===== src/rtl/nibble_fetch_sequencer_if.sv =====
// Multiplexed 4-bit bus between the fetch sequencer and program memory,
// including the cycle marker and bus-state index.
interface nibble_fetch_sequencer_if #(
    parameter int ADDR_NIBBLES = 3
);
    localparam int SW = $clog2(ADDR_NIBBLES + 5);

    logic [3:0]    d_i;
    logic [3:0]    d_o;
    logic          d_oe_o;
    logic          sync_o;
    logic [SW-1:0] state_o;

    modport master (input d_i, output d_o, d_oe_o, sync_o, state_o);
    modport slave  (output d_i, input d_o, d_oe_o, sync_o, state_o);
endinterface


===== src/rtl/nibble_fetch_sequencer.sv =====
// Instruction-fetch sequencer for the nibble-bus CPU: runs the A/M/X bus cycle,
// assembles one- and two-word instructions and owns the PC/return stack.
module nibble_fetch_sequencer #(
    parameter int          ADDR_NIBBLES   = 3,
    parameter int          STACK_DEPTH    = 4,
    parameter logic [15:0] LONG_OPR_MASK  = 16'h00B2,
    parameter logic [15:0] LONG_EVEN_MASK = 16'h0004,
    localparam int         AW = 4 * ADDR_NIBBLES,
    localparam int         PW = $clog2(STACK_DEPTH)
) (
    input  logic                             clk_i,
    input  logic                             rst_n_i,
    input  logic                             phase_en_i,
    nibble_fetch_sequencer_if.master         bus_if,
    output logic                             instr_valid_o,
    output logic [3:0]                       opr_o,
    output logic [3:0]                       opa_o,
    output logic [7:0]                       operand_o,
    output logic [AW-1:0]                    pc_o,
    input  logic [2:0]                       pc_op_i,
    input  logic [AW-1:0]                    jump_addr_i,
    output logic [PW-1:0]                    sp_o,
    output logic                             overflow_o,
    output logic                             underflow_o
);
    localparam int SW = $clog2(ADDR_NIBBLES + 5);
    localparam int NW = $clog2(ADDR_NIBBLES);

    typedef enum logic [2:0] {
        ST_A, ST_M1, ST_M2, ST_X1, ST_X2, ST_X3
    } phase_e;

    phase_e          r_phase;
    phase_e          w_phase_nx;
    logic [NW-1:0]   r_anib;
    logic [NW-1:0]   w_anib_nx;

    logic [AW-1:0]   r_stk [STACK_DEPTH];
    logic [PW-1:0]   r_sp;
    logic            r_ovf;
    logic            r_unf;
    logic            r_pend;
    logic            r_cmpl;
    logic [3:0]      r_opr;
    logic [3:0]      r_opa;
    logic [7:0]      r_operand;
    logic [AW-1:0]   r_pc;

    logic [AW-1:0]   w_pc_act;
    logic [AW-1:0]   w_pc_inc;
    logic [AW-1:0]   w_pc_page;
    logic [AW-1:0]   w_pc_sh;
    logic [PW-1:0]   w_sp_inc;
    logic            w_long;

    always_ff @(posedge clk_i or negedge rst_n_i) begin
        if (!rst_n_i) begin
            r_phase <= ST_X3;
            r_anib  <= '0;
        end else begin
            r_phase <= w_phase_nx;
            r_anib  <= w_anib_nx;
        end
    end

    always_comb begin
        w_phase_nx = r_phase;
        w_anib_nx  = r_anib;
        if (phase_en_i) begin
            case (r_phase)
                ST_A: begin
                    if (r_anib == NW'(ADDR_NIBBLES - 1)) begin
                        w_phase_nx = ST_M1;
                        w_anib_nx  = '0;
                    end else begin
                        w_anib_nx = r_anib + 1'b1;
                    end
                end
                ST_M1:   w_phase_nx = ST_M2;
                ST_M2:   w_phase_nx = ST_X1;
                ST_X1:   w_phase_nx = ST_X2;
                ST_X2:   w_phase_nx = ST_X3;
                ST_X3: begin
                    w_phase_nx = ST_A;
                    w_anib_nx  = '0;
                end
                default: w_phase_nx = ST_X3;
            endcase
        end
    end

    always_comb begin
        w_pc_act        = r_stk[r_sp];
        w_pc_inc        = w_pc_act + 1'b1;
        w_pc_page       = w_pc_inc;
        w_pc_page[7:0]  = jump_addr_i[7:0];
        w_sp_inc        = r_sp + 1'b1;
        w_pc_sh         = w_pc_act >> {r_anib, 2'b00};
        w_long          = LONG_OPR_MASK[r_opr] | (LONG_EVEN_MASK[r_opr] & ~bus_if.d_i[0]);

        bus_if.d_oe_o   = 1'b0;
        bus_if.d_o      = '0;
        bus_if.sync_o   = 1'b0;
        bus_if.state_o  = '0;
        instr_valid_o   = 1'b0;
        case (r_phase)
            ST_A: begin
                bus_if.d_oe_o  = 1'b1;
                bus_if.d_o     = w_pc_sh[3:0];
                bus_if.state_o = SW'(r_anib);
            end
            ST_M1: bus_if.state_o = SW'(ADDR_NIBBLES);
            ST_M2: bus_if.state_o = SW'(ADDR_NIBBLES + 1);
            ST_X1: begin
                bus_if.state_o = SW'(ADDR_NIBBLES + 2);
                instr_valid_o  = r_cmpl;
            end
            ST_X2: bus_if.state_o = SW'(ADDR_NIBBLES + 3);
            ST_X3: begin
                bus_if.state_o = SW'(ADDR_NIBBLES + 4);
                bus_if.sync_o  = 1'b1;
            end
            default: bus_if.state_o = '0;
        endcase
    end

    // r_pend marks that the next M1/M2 pair is an operand; r_cmpl marks that
    // the current cycle finished an instruction and so owns the pc_op action.
    always_ff @(posedge clk_i or negedge rst_n_i) begin
        if (!rst_n_i) begin
            r_stk     <= '{default: '0};
            r_sp      <= '0;
            r_ovf     <= 1'b0;
            r_unf     <= 1'b0;
            r_pend    <= 1'b0;
            r_cmpl    <= 1'b0;
            r_opr     <= '0;
            r_opa     <= '0;
            r_operand <= '0;
            r_pc      <= '0;
        end else if (phase_en_i) begin
            case (r_phase)
                ST_M1: begin
                    if (r_pend) begin
                        r_operand[7:4] <= bus_if.d_i;
                    end else begin
                        r_opr     <= bus_if.d_i;
                        r_operand <= '0;
                    end
                end
                ST_M2: begin
                    if (r_pend) begin
                        r_operand[3:0] <= bus_if.d_i;
                        r_pend         <= 1'b0;
                        r_cmpl         <= 1'b1;
                    end else begin
                        r_opa  <= bus_if.d_i;
                        r_pc   <= w_pc_act;
                        r_pend <= w_long;
                        r_cmpl <= ~w_long;
                    end
                end
                ST_X1: begin
                    if (!r_cmpl) begin
                        r_stk[r_sp] <= w_pc_inc;
                    end else begin
                        case (pc_op_i)
                            3'd1: r_stk[r_sp] <= jump_addr_i;
                            3'd2: begin
                                r_stk[r_sp]     <= w_pc_inc;
                                r_stk[w_sp_inc] <= jump_addr_i;
                                r_sp            <= w_sp_inc;
                                if (r_sp == PW'(STACK_DEPTH - 1)) r_ovf <= 1'b1;
                            end
                            3'd3: begin
                                r_sp <= r_sp - 1'b1;
                                if (r_sp == '0) r_unf <= 1'b1;
                            end
                            3'd4:    r_stk[r_sp] <= w_pc_page;
                            default: r_stk[r_sp] <= w_pc_inc;
                        endcase
                    end
                end
                default: ;
            endcase
        end
    end

    assign opr_o       = r_opr;
    assign opa_o       = r_opa;
    assign operand_o   = r_operand;
    assign pc_o        = r_pc;
    assign sp_o        = r_sp;
    assign overflow_o  = r_ovf;
    assign underflow_o = r_unf;

endmodule

===== src/flat_wrapper.sv =====
// flat-port wrapper written by rule: the top's interface ports become plain ports
module nibble_fetch_sequencer_flat 
#(
    parameter int          ADDR_NIBBLES   = 3,
    parameter int          STACK_DEPTH    = 4,
    parameter logic [15:0] LONG_OPR_MASK  = 16'h00B2,
    parameter logic [15:0] LONG_EVEN_MASK = 16'h0004,
    localparam int         AW = 4 * ADDR_NIBBLES,
    localparam int         PW = $clog2(STACK_DEPTH)
)
  (clk_i, rst_n_i, phase_en_i, instr_valid_o, opr_o, opa_o, operand_o, pc_o, pc_op_i, jump_addr_i, sp_o, overflow_o, underflow_o, bus_if_d_i, bus_if_d_o, bus_if_d_oe_o, bus_if_sync_o, bus_if_state_o);
  nibble_fetch_sequencer_if #(.ADDR_NIBBLES(ADDR_NIBBLES)) bus_if_i ();
  input  logic clk_i;
  input  logic rst_n_i;
  input  logic phase_en_i;
  output logic instr_valid_o;
  output logic [3:0] opr_o;
  output logic [3:0] opa_o;
  output logic [7:0] operand_o;
  output logic [AW-1:0] pc_o;
  input  logic [2:0] pc_op_i;
  input  logic [AW-1:0] jump_addr_i;
  output logic [PW-1:0] sp_o;
  output logic overflow_o;
  output logic underflow_o;
  input wire logic [$bits(bus_if_i.d_i)-1:0] bus_if_d_i;
  output wire logic [$bits(bus_if_i.d_o)-1:0] bus_if_d_o;
  output wire logic [$bits(bus_if_i.d_oe_o)-1:0] bus_if_d_oe_o;
  output wire logic [$bits(bus_if_i.sync_o)-1:0] bus_if_sync_o;
  output wire logic [$bits(bus_if_i.state_o)-1:0] bus_if_state_o;
  assign bus_if_i.d_i = bus_if_d_i;
  assign bus_if_d_o = bus_if_i.d_o;
  assign bus_if_d_oe_o = bus_if_i.d_oe_o;
  assign bus_if_sync_o = bus_if_i.sync_o;
  assign bus_if_state_o = bus_if_i.state_o;
  nibble_fetch_sequencer #(.ADDR_NIBBLES(ADDR_NIBBLES), .STACK_DEPTH(STACK_DEPTH), .LONG_OPR_MASK(LONG_OPR_MASK), .LONG_EVEN_MASK(LONG_EVEN_MASK)) u_core (.clk_i(clk_i), .rst_n_i(rst_n_i), .phase_en_i(phase_en_i), .bus_if(bus_if_i), .instr_valid_o(instr_valid_o), .opr_o(opr_o), .opa_o(opa_o), .operand_o(operand_o), .pc_o(pc_o), .pc_op_i(pc_op_i), .jump_addr_i(jump_addr_i), .sp_o(sp_o), .overflow_o(overflow_o), .underflow_o(underflow_o));
endmodule

===== config.mk =====
export PLATFORM = sky130hd
export DESIGN_NAME = nibble_fetch_sequencer_flat
export DESIGN_NICKNAME = d
export VERILOG_FILES = /design/src/rtl/nibble_fetch_sequencer_if.sv /design/src/rtl/nibble_fetch_sequencer.sv /design/src/flat_wrapper.sv
export SDC_FILE = /design/constraint.sdc
export NUM_CORES = 1
export LEC_CHECK = 0
export ABC_AREA = 1
export BUFFER_PORTS_ARGS = -buffer_cell sky130_fd_sc_hd__buf_2
export CORE_ASPECT_RATIO = 1.25
export CORE_MARGIN = 3
export CORE_UTILIZATION = 65
export CTS_CLUSTER_SIZE = 10
export DETAILED_ROUTE_END_ITERATION = 8
export PLACE_DENSITY_LB_ADDON = 0.25
export RECOVER_POWER = 50
export SLEW_MARGIN = 20
export SYNTH_ARGS = -nofsm -noshare
export SYNTH_HDL_FRONTEND = slang
export SYNTH_SLANG_ARGS = --single-unit

===== constraint.sdc =====
create_clock -name clk_i -period 4.2 [get_ports clk_i]
set_input_delay 0.63 -clock clk_i [delete_from_list [all_inputs] [get_ports clk_i]]
set_output_delay 0.63 -clock clk_i [all_outputs]
set_load 0.005 [all_outputs]

==> results of run 1 <==
[sequential cells by signal (all words and copies together) (netlist names), named ones only]
register and cells:
u_core.opa_o 4, u_core.operand_o 8, u_core.opr_o 4, u_core.overflow_o 1, u_core.pc_o 12, u_core.r_anib 2, u_core.r_cmpl 1, u_core.r_pend 1
u_core.r_phase 2, u_core.r_stk 48, u_core.sp_o 2, u_core.underflow_o 1
[power by group]
part           switching, mW  total (mW)  internal [mW]
combinational           2.79        4.09           1.30
sequential             0.317        1.57           1.25
clock                  0.364       0.890          0.526
total                   3.47        6.54           3.08
[layout make-up]
class / instances / area share
inverters: 110 / 0.0561
flip-flops and latches: 87 / 0.294
multi-input cells: 757 / 0.528
repair buffers: 78 / 0.0558
well taps: 129 / 0.0218
clock buffers: 10 / 0.0309
clock inverters: 6 / 0.0127
[cell usage after synthesis (11+ instances only)]
master	n
sky130_fd_sc_hd__a21oi_1	86
sky130_fd_sc_hd__a31oi_1	14
sky130_fd_sc_hd__buf_2	23
sky130_fd_sc_hd__clkbuf_1	22
sky130_fd_sc_hd__dfrtp_1	85
sky130_fd_sc_hd__inv_1	103
sky130_fd_sc_hd__nand2_1	222
sky130_fd_sc_hd__nand2_2	13
sky130_fd_sc_hd__nand3_1	58
sky130_fd_sc_hd__nand3_2	11
sky130_fd_sc_hd__nor2_1	131
sky130_fd_sc_hd__o211ai_1	11
sky130_fd_sc_hd__o21ai_0	81
sky130_fd_sc_hd__o21ai_1	12
sky130_fd_sc_hd__o22ai_1	14
sky130_fd_sc_hd__o32ai_1	12
sky130_fd_sc_hd__or2_2	11
[worst max-delay path, cell delays in order, from the launching register on]
cell and delay, ns:
sky130_fd_sc_hd__dfrtp_1 0.67, sky130_fd_sc_hd__buf_4 0.32, sky130_fd_sc_hd__ha_1 0.41, sky130_fd_sc_hd__inv_1 0.16, sky130_fd_sc_hd__nor2_1 0.53, sky130_fd_sc_hd__inv_1 0.22, sky130_fd_sc_hd__nor3_1 0.23, sky130_fd_sc_hd__a311oi_1 0.08
sky130_fd_sc_hd__a21oi_1 0.23
[layer usage]
| metal | GRT usage | vias to the layer above | routed length (µm) |
|---|---|---|---|
| li1 | - | 3440 | - |
| met1 | 0.464 | 3369 | 8090 |
| met4 | 0.220 | 0 | 1240 |
| met5 | 0 | - | 0 |
| met3 | 0.0606 | 127 | 2350 |
| met2 | 0.593 | 537 | 9750 |
[logic make-up (layout without fill, tap and decap cells)]
family                   Yosys count  after routing  share of synthesized area
XOR/XNOR                           2              2                    0.00258
AO/OA/AOI/OAI                    284            284                      0.255
AND/OR/NAND/NOR                  462            462                      0.302
flip-flops                        87             87                      0.321
buffers and inverters            164            204                      0.103
adder cells (fa/ha/maj)            9              9                     0.0166
[per-stage QoR]
stage                util  area [µm²]  cells
global placement    0.699        7100   1161
detailed placement  0.699        7100   1161
finish              0.729        7400   1177
CTS                 0.731        7420   1177
global route        0.729        7400   1177
floorplan               -        6780   1008
[worst max-delay path by stage]
stage | cells after the start | to | slack (ns)
floorplan | 13 | u_core.r_stk[25] | 2.05
global placement | 11 | u_core.r_stk[21] | 1.35
detailed placement | 12 | u_core.r_stk[42] | 1.30
CTS | 8 | bus_if_d_o[1] | 1.37
global route | 8 | bus_if_d_o[1] | 1.20
finish | 8 | u_core.r_stk[47] | 1.27
==> impl.org, run 1 <==
** Clock tree
- Deepest clock path buffer count :: 2
- # Post-CTS Setup Buffers :: 0
- Clock-pin slew of the registers on the worst-case setup and hold paths :: 0.07 ns
- Num CTS Buffers :: 9
- The later pin in the worst-skew pair is clocked with a latency of 0.35 ns.
- Clock tree from TritonCTS :: done
- Hold-fix buffer count after cts :: 0
- The H-tree was split into 3 levels.
- The clock net in this run drives a total of 87 sinks.
- Cts repair resizes :: 0
- CTS Root Cell :: sky130_fd_sc_hd__clkbuf_16

** Layout
- Register cell area after layout :: 2180 µm²
- Synth-to-layout area growth :: 9.19%
- In the layout the commonest cells are sky130_fd_sc_hd__nand2_1, sky130_fd_sc_hd__nor2_1, sky130_fd_sc_hd__inv_1, sky130_fd_sc_hd__a21oi_1, sky130_fd_sc_hd__dfrtp_1.
- The repair_antennas step left the layout with diodes totalling 0.
- The layout has 896 filler cells.
- In the final layout, the share of cells above drive strength 1 is 0.149.
- Most common cell after layout, fill and taps aside :: sky130_fd_sc_hd__nand2_1
- At the end of the flow, the number of nets in the layout was 1074.
- Area taken by multi-input logic gates :: 3910 µm²

** Synthesis
- Mapped Cells :: 1008
- After synthesis the netlist holds a flip-flop and latch count of 87.
- Post-synthesis async set-or-reset flop share :: 1.00
- After synthesis the cells add up to 6780 µm².
- The number of nets handed over by synthesis was 1039.
- Mean Syn Cell Area :: 6.73 µm²
- For this run, the number of Yosys warnings is 0.
- Cell accounting for the most synthesized area :: sky130_fd_sc_hd__dfrtp_1
- Share of the synthesized area in the top cell type :: 0.314
- In this run, distinct cell masters in the synthesized netlist total 49.
- Main synth FF type :: sky130_fd_sc_hd__dfrtp_1
- The synthesized design contains 0 enable-type register cells.
- Sorting the synthesized cells by area gives the leading types as sky130_fd_sc_hd__dfrtp_1, sky130_fd_sc_hd__nand2_1, sky130_fd_sc_hd__nor2_1.
- Share of the yosys chip area belonging to registers :: 0.321

** Floorplanning
- Die height :: 120 µm
- The die covers 11700 µm².
- IO Pins :: 64
- The die is 97.4 µm wide.
- Initial Utilization :: 0.668
- Core Footprint :: 10200 µm²
- Row generation in the floorplan step produced 41 rows.

** Detailed routing
- After detailed routing, the number of vias per cell comes to 6.35.
- Drt pass-1 iters :: 9
- For this run, design rule violations remaining after detail routing come to 1.
- Violation count after the first detailed-routing iteration :: 1012
- Via total after detailed routing :: 7473
- Post-Route WL :: 21400 µm
- Detailed-route wire length per cell :: 18.2 µm
- The detail route stage leaves a number of antenna-violating nets equal to 0.

** GRT
- The number of global-route vias before repair came to 6914.
- Initial antenna violation count :: 0
- Wire length of the first global-routing pass :: 34600 µm
- Summed over all layers, the global routing overflow is 0.
- Entering global routing, the biggest net connects 58 pins.
- In the global route stage, overall resource usage came out at 0.368.

** STA
- # setup viols final :: 0
- At the pin with the least slew margin, the transition time is 1.67 ns.
- Final critical-path required period :: 2.93 ns
- Setup repair after global routing left no endpoint under its margin.
- After layout, the worst setup slack is 1.27 ns.
- The tightest hold path in the finished design has a slack of 0.357 ns.
- FMAX :: 341 MHz
- Clk_skew :: 0.00927 ns
- In this run the tightest slew margin relative to its limit is -0.116.
- The count of final hold-check violations came to 0.
- The max-slew violation count was 33.
- Dividing the final minimum period by the clock period gives 0.698.
- Final sum of negative setup slack :: 0 ns

** Setup path
- Along the worst path, the maximum fanout reaches 11.
- STA classifies the critical path startpoint as a flop.
- WP data required :: 4.47 ns
- Worst reg2reg path depth :: 8
- Type of the worst setup path :: flop to flop
- Critical register-to-register path endpoint :: u_core.r_stk[47]
- For flop-to-flop paths, the worst setup slack is 1.27 ns.
- Worst Setup SP :: u_core.sp_o[1]
- The worst setup path is captured at a flop.
- The worst register-to-register path begins at u_core.sp_o[1].
- Data arrival time of the critical path :: 3.20 ns

** Power and ir drop
- In this run the static leakage power is 3.65 nW.
- Dividing total power by cell area gives a power density of 884 nW/µm².
- Total power :: 6.54 mW
- Worst ir drop on vdd :: 0.378 mV

** Status
- The run finished, with violations left.
- The final reports fail on design-rule violations, max-capacitance violations, max-slew violations.

** Placed design
- Detailed placement ended at an HPWL of 14400 µm.
- The congestion estimate from routability-driven global placement came to 0.978.
- OpenSTA, run right after detailed placement, puts the worst setup slack at 1.30 ns.
- Port-buffer cells :: 63

** Hold path
- In this run the worst hold path is classified as input port to async pin.

** Run
- Max-cap violations in this run came to 1.
Note: power is estimated with default switching activity, not from simulation.
==> run 2, diff against run 1 <==
CORE_UTILIZATION = 61   (was 65)
clock period = 2.84 ns   (was 4.2 ns; I/O delays follow)
==> impl.org, run 2 (synthesis results as in run 1) <==
** Status
- The flow ran to the end, but the final reports show violations.
- Violated checks :: max-capacitance violations, max-slew violations

** STA
- For this run, the top clock speed supported by timing is 381 MHz.
- PnR worst setup slack :: 0.217 ns
- Clk_skew :: 0.0105 ns
- The max-slew violation count is 39.
- Setup repair after global routing left no endpoint under its margin.
- Post-route fraction of the period consumed by the critical path :: 0.924
- Measured slew at the worst slew-check pin :: 2.30 ns
- Setup violations remaining at the end of the flow were counted as 0.
- Final critical-path required period :: 2.62 ns
- Worst slew margin relative to its limit :: -0.536
- Final hold viol count :: 0
- Final sum of negative setup slack :: 0 ns

** GRT
- The number of global-route vias before repair was 6904.
- Largest net degree at the start of global routing :: 50
- The first global-routing pass estimated 34900 µm of wire.
- For this run, the total global-route usage over all layers was measured as 0.360.
- Sum of overflow across all layers after global routing :: 0
- The number of antenna violations at the first check in global routing is 0.

** Clock tree
- At the later pin of the worst-skew pair, clock insertion delay measures 0.35 ns.
- In this run the clock root is driven by a sky130_fd_sc_hd__clkbuf_16.
- Clock-pin slew of the registers on the worst-case setup and hold paths :: 0.07 ns
- Deepest clock path buffer count :: 2
- Once the clock tree was built, the setup fixing pass inserted 0 buffers.
- The clock tree synthesis step divided the H-tree into 3 levels.
- Num CTS Buffers :: 9
- The clock drives 87 sinks.
- Cts repair resizes :: 0
- For this design, the CTS-stage hold fixing added 0 buffers.
- TritonCTS built the clock tree.

** Detailed routing
- In the routed layout, each cell is associated on average with a via count of 6.27.
- After detailed routing, the total wire length is 22200 µm.
- After detailed routing, the number of remaining DRC violations is 0.
- The first TritonRoute pass finished after 6 iterations.
- Detailed-route wire length per cell :: 18.5 µm
- Violation count after the first detailed-routing iteration :: 893
- Summing over every cut layer, the via total after detailed routing is 7505.
- In this run the remaining antenna-violating nets after routing total 0.

** Layout
- Compared with the post-synthesis result, the final layout area differs by 11.2%.
- 0 antenna diodes ended up in the layout.
- In the layout the commonest cells are sky130_fd_sc_hd__nand2_1, sky130_fd_sc_hd__nor2_1, sky130_fd_sc_hd__inv_1, sky130_fd_sc_hd__a21oi_1, sky130_fd_sc_hd__dfrtp_1.
- Leaving out filler cells and counting taps, the final layout contains 1197.
- Proportion of layout cells with a drive suffix above 1 :: 0.166
- The library cell used most frequently in the layout, excluding fill and tap cells, is sky130_fd_sc_hd__nand2_1.
- The layout has 949 filler cells.
- More flip-flops sit in one register than any other, and that register is u_core.r_stk.
- The sequential cells in the finished layout cover a total of 2180 µm².
- The register with the most flip-flops in the layout has 48 of them.
- In the final layout, the multi-input gates occupy 3910 µm².
- Number of nets at the end of the flow :: 1091

** Floorplanning
- Die Area :: 12400 µm²
- The region available for standard cell placement spans 10700 µm².
- The initialized floorplan defines 42 standard-cell rows.
- In this run the count of I/O pins placed on the die edge is 64.
- Die height :: 124 µm
- From left edge to right edge, the die measures 100 µm.
- Initial Utilization :: 0.633

** Power and ir drop
- The internal portion of the total power is 4.56 mW.
- Sequential cell fraction of total power :: 0.236
- Of the total power, the share spent switching nets is 0.536.
- Power spread over the standard cell area amounts to 1300 nW/µm².
- The share of total power dissipated in combinational logic is 0.634.
- Switch Pwr :: 5.27 mW
- For this design the static power due to leakage is 3.76 nW.
- IR analysis of the VDD net gives a maximum drop of 0.635 mV.
- Fraction of power consumed by the clock network :: 0.130
- Power comes to 9.83 mW.

** Setup path
- Startpoint class of the critical path :: flop
- Delay of the slowest cell on the worst path :: 0.40 ns
- STA puts the critical path data required time at 2.41 ns.
- Cell seen most often among critical-path stages :: sky130_fd_sc_hd__nand2_1
- The worst setup path is of the flop to output port kind.
- For this design, the slowest cell found on the critical path is sky130_fd_sc_hd__dfrtp_1.
- STA classifies the critical path endpoint as an output port.
- Family of cells with the greatest summed delay on the critical path :: buffers and inverters
- The critical path contains buffers and inverters numbering 5 combined.
- Across all register-to-register paths, the minimum setup slack is 0.29 ns.
- Worst Path Max Fanout :: 21
- The signal on the critical path passes through inv_2 -> buf_4 -> nand2_1 -> nand2_1 -> nand2_1 -> nand2_2 -> inv_1 -> o22ai_1 -> o21ai_0 -> inv_1 -> buf_2.
- Data on the critical path arrives at its endpoint at 2.20 ns.

** Placed design
- The count of buffers added on input and output ports is 63.
- HPWL reported at the end of detailed placement :: 15400 µm
- Prior to clock tree synthesis, the placed netlist has a worst setup slack of 0.374 ns.
- Cell count after placement :: 1181
- The congestion estimate from routability-driven global placement came to 1.00.

** Run
- Across the run, the number of max-cap violations was 1.

** Hold path
- The tightest min-delay check is of the input port to flop type.
[run 2: metrics by stage]
stage	cell area, µm²	utilization	hold slack, ns
3_5_place_dp	7240	0.676	0.447
6_report	7540	0.704	0.380
2_1_floorplan	6780	-	0.130
4_1_cts	7560	0.705	0.0799
5_1_grt	7540	0.704	0.394
3_3_place_gp	7240	0.676	0.440
[run 2: routing by layer]
metal  wire length (µm)  part of all wire  track usage  up-vias
li1                   -                 -            -     3476
met2               9970              0.45        0.571      550
met3               2580              0.12       0.0695      134
met4               1340             0.061        0.226        2
met5                 50            0.0023       0.0342        -
met1               8220              0.37        0.448     3343
[run 2: final cells by class]
cell class              instances  share of cell area
multi-input cells             757               0.519
clock inverters                 7              0.0116
flip-flops and latches         87               0.289
well taps                     132              0.0219
inverters                     110              0.0551
repair buffers                 95              0.0738
clock buffers                   9              0.0299
[run 2: power groups by stage]
stage / combinational, mW / clock (mW) / sequential (mW)
global route: 6.83 / 1.32 / 2.39
CTS: 6.07 / 1.28 / 2.30
floorplan: 4.39 / 0 / 2.22
finish: 6.23 / 1.28 / 2.32
detailed placement: 6.03 / 0 / 2.32
global placement: 5.92 / 0 / 2.30
[run 2: final timing paths]
| path | to | start | cells after the start |
|---|---|---|---|
| hold reg to reg | u_core.pc_o[2] | u_core.pc_o[2] | 2 |
| setup / recovery | bus_if_d_o[2] | u_core.sp_o[0] | 11 |
| hold / removal | u_core.r_phase[1] | phase_en_i | 2 |
| min in group asynchronous | u_core.operand_o[7] | rst_n_i | 1 |
| setup reg to reg | u_core.r_stk[10] | u_core.sp_o[0] | 13 |
| max in group asynchronous | u_core.r_stk[36] | rst_n_i | 1 |
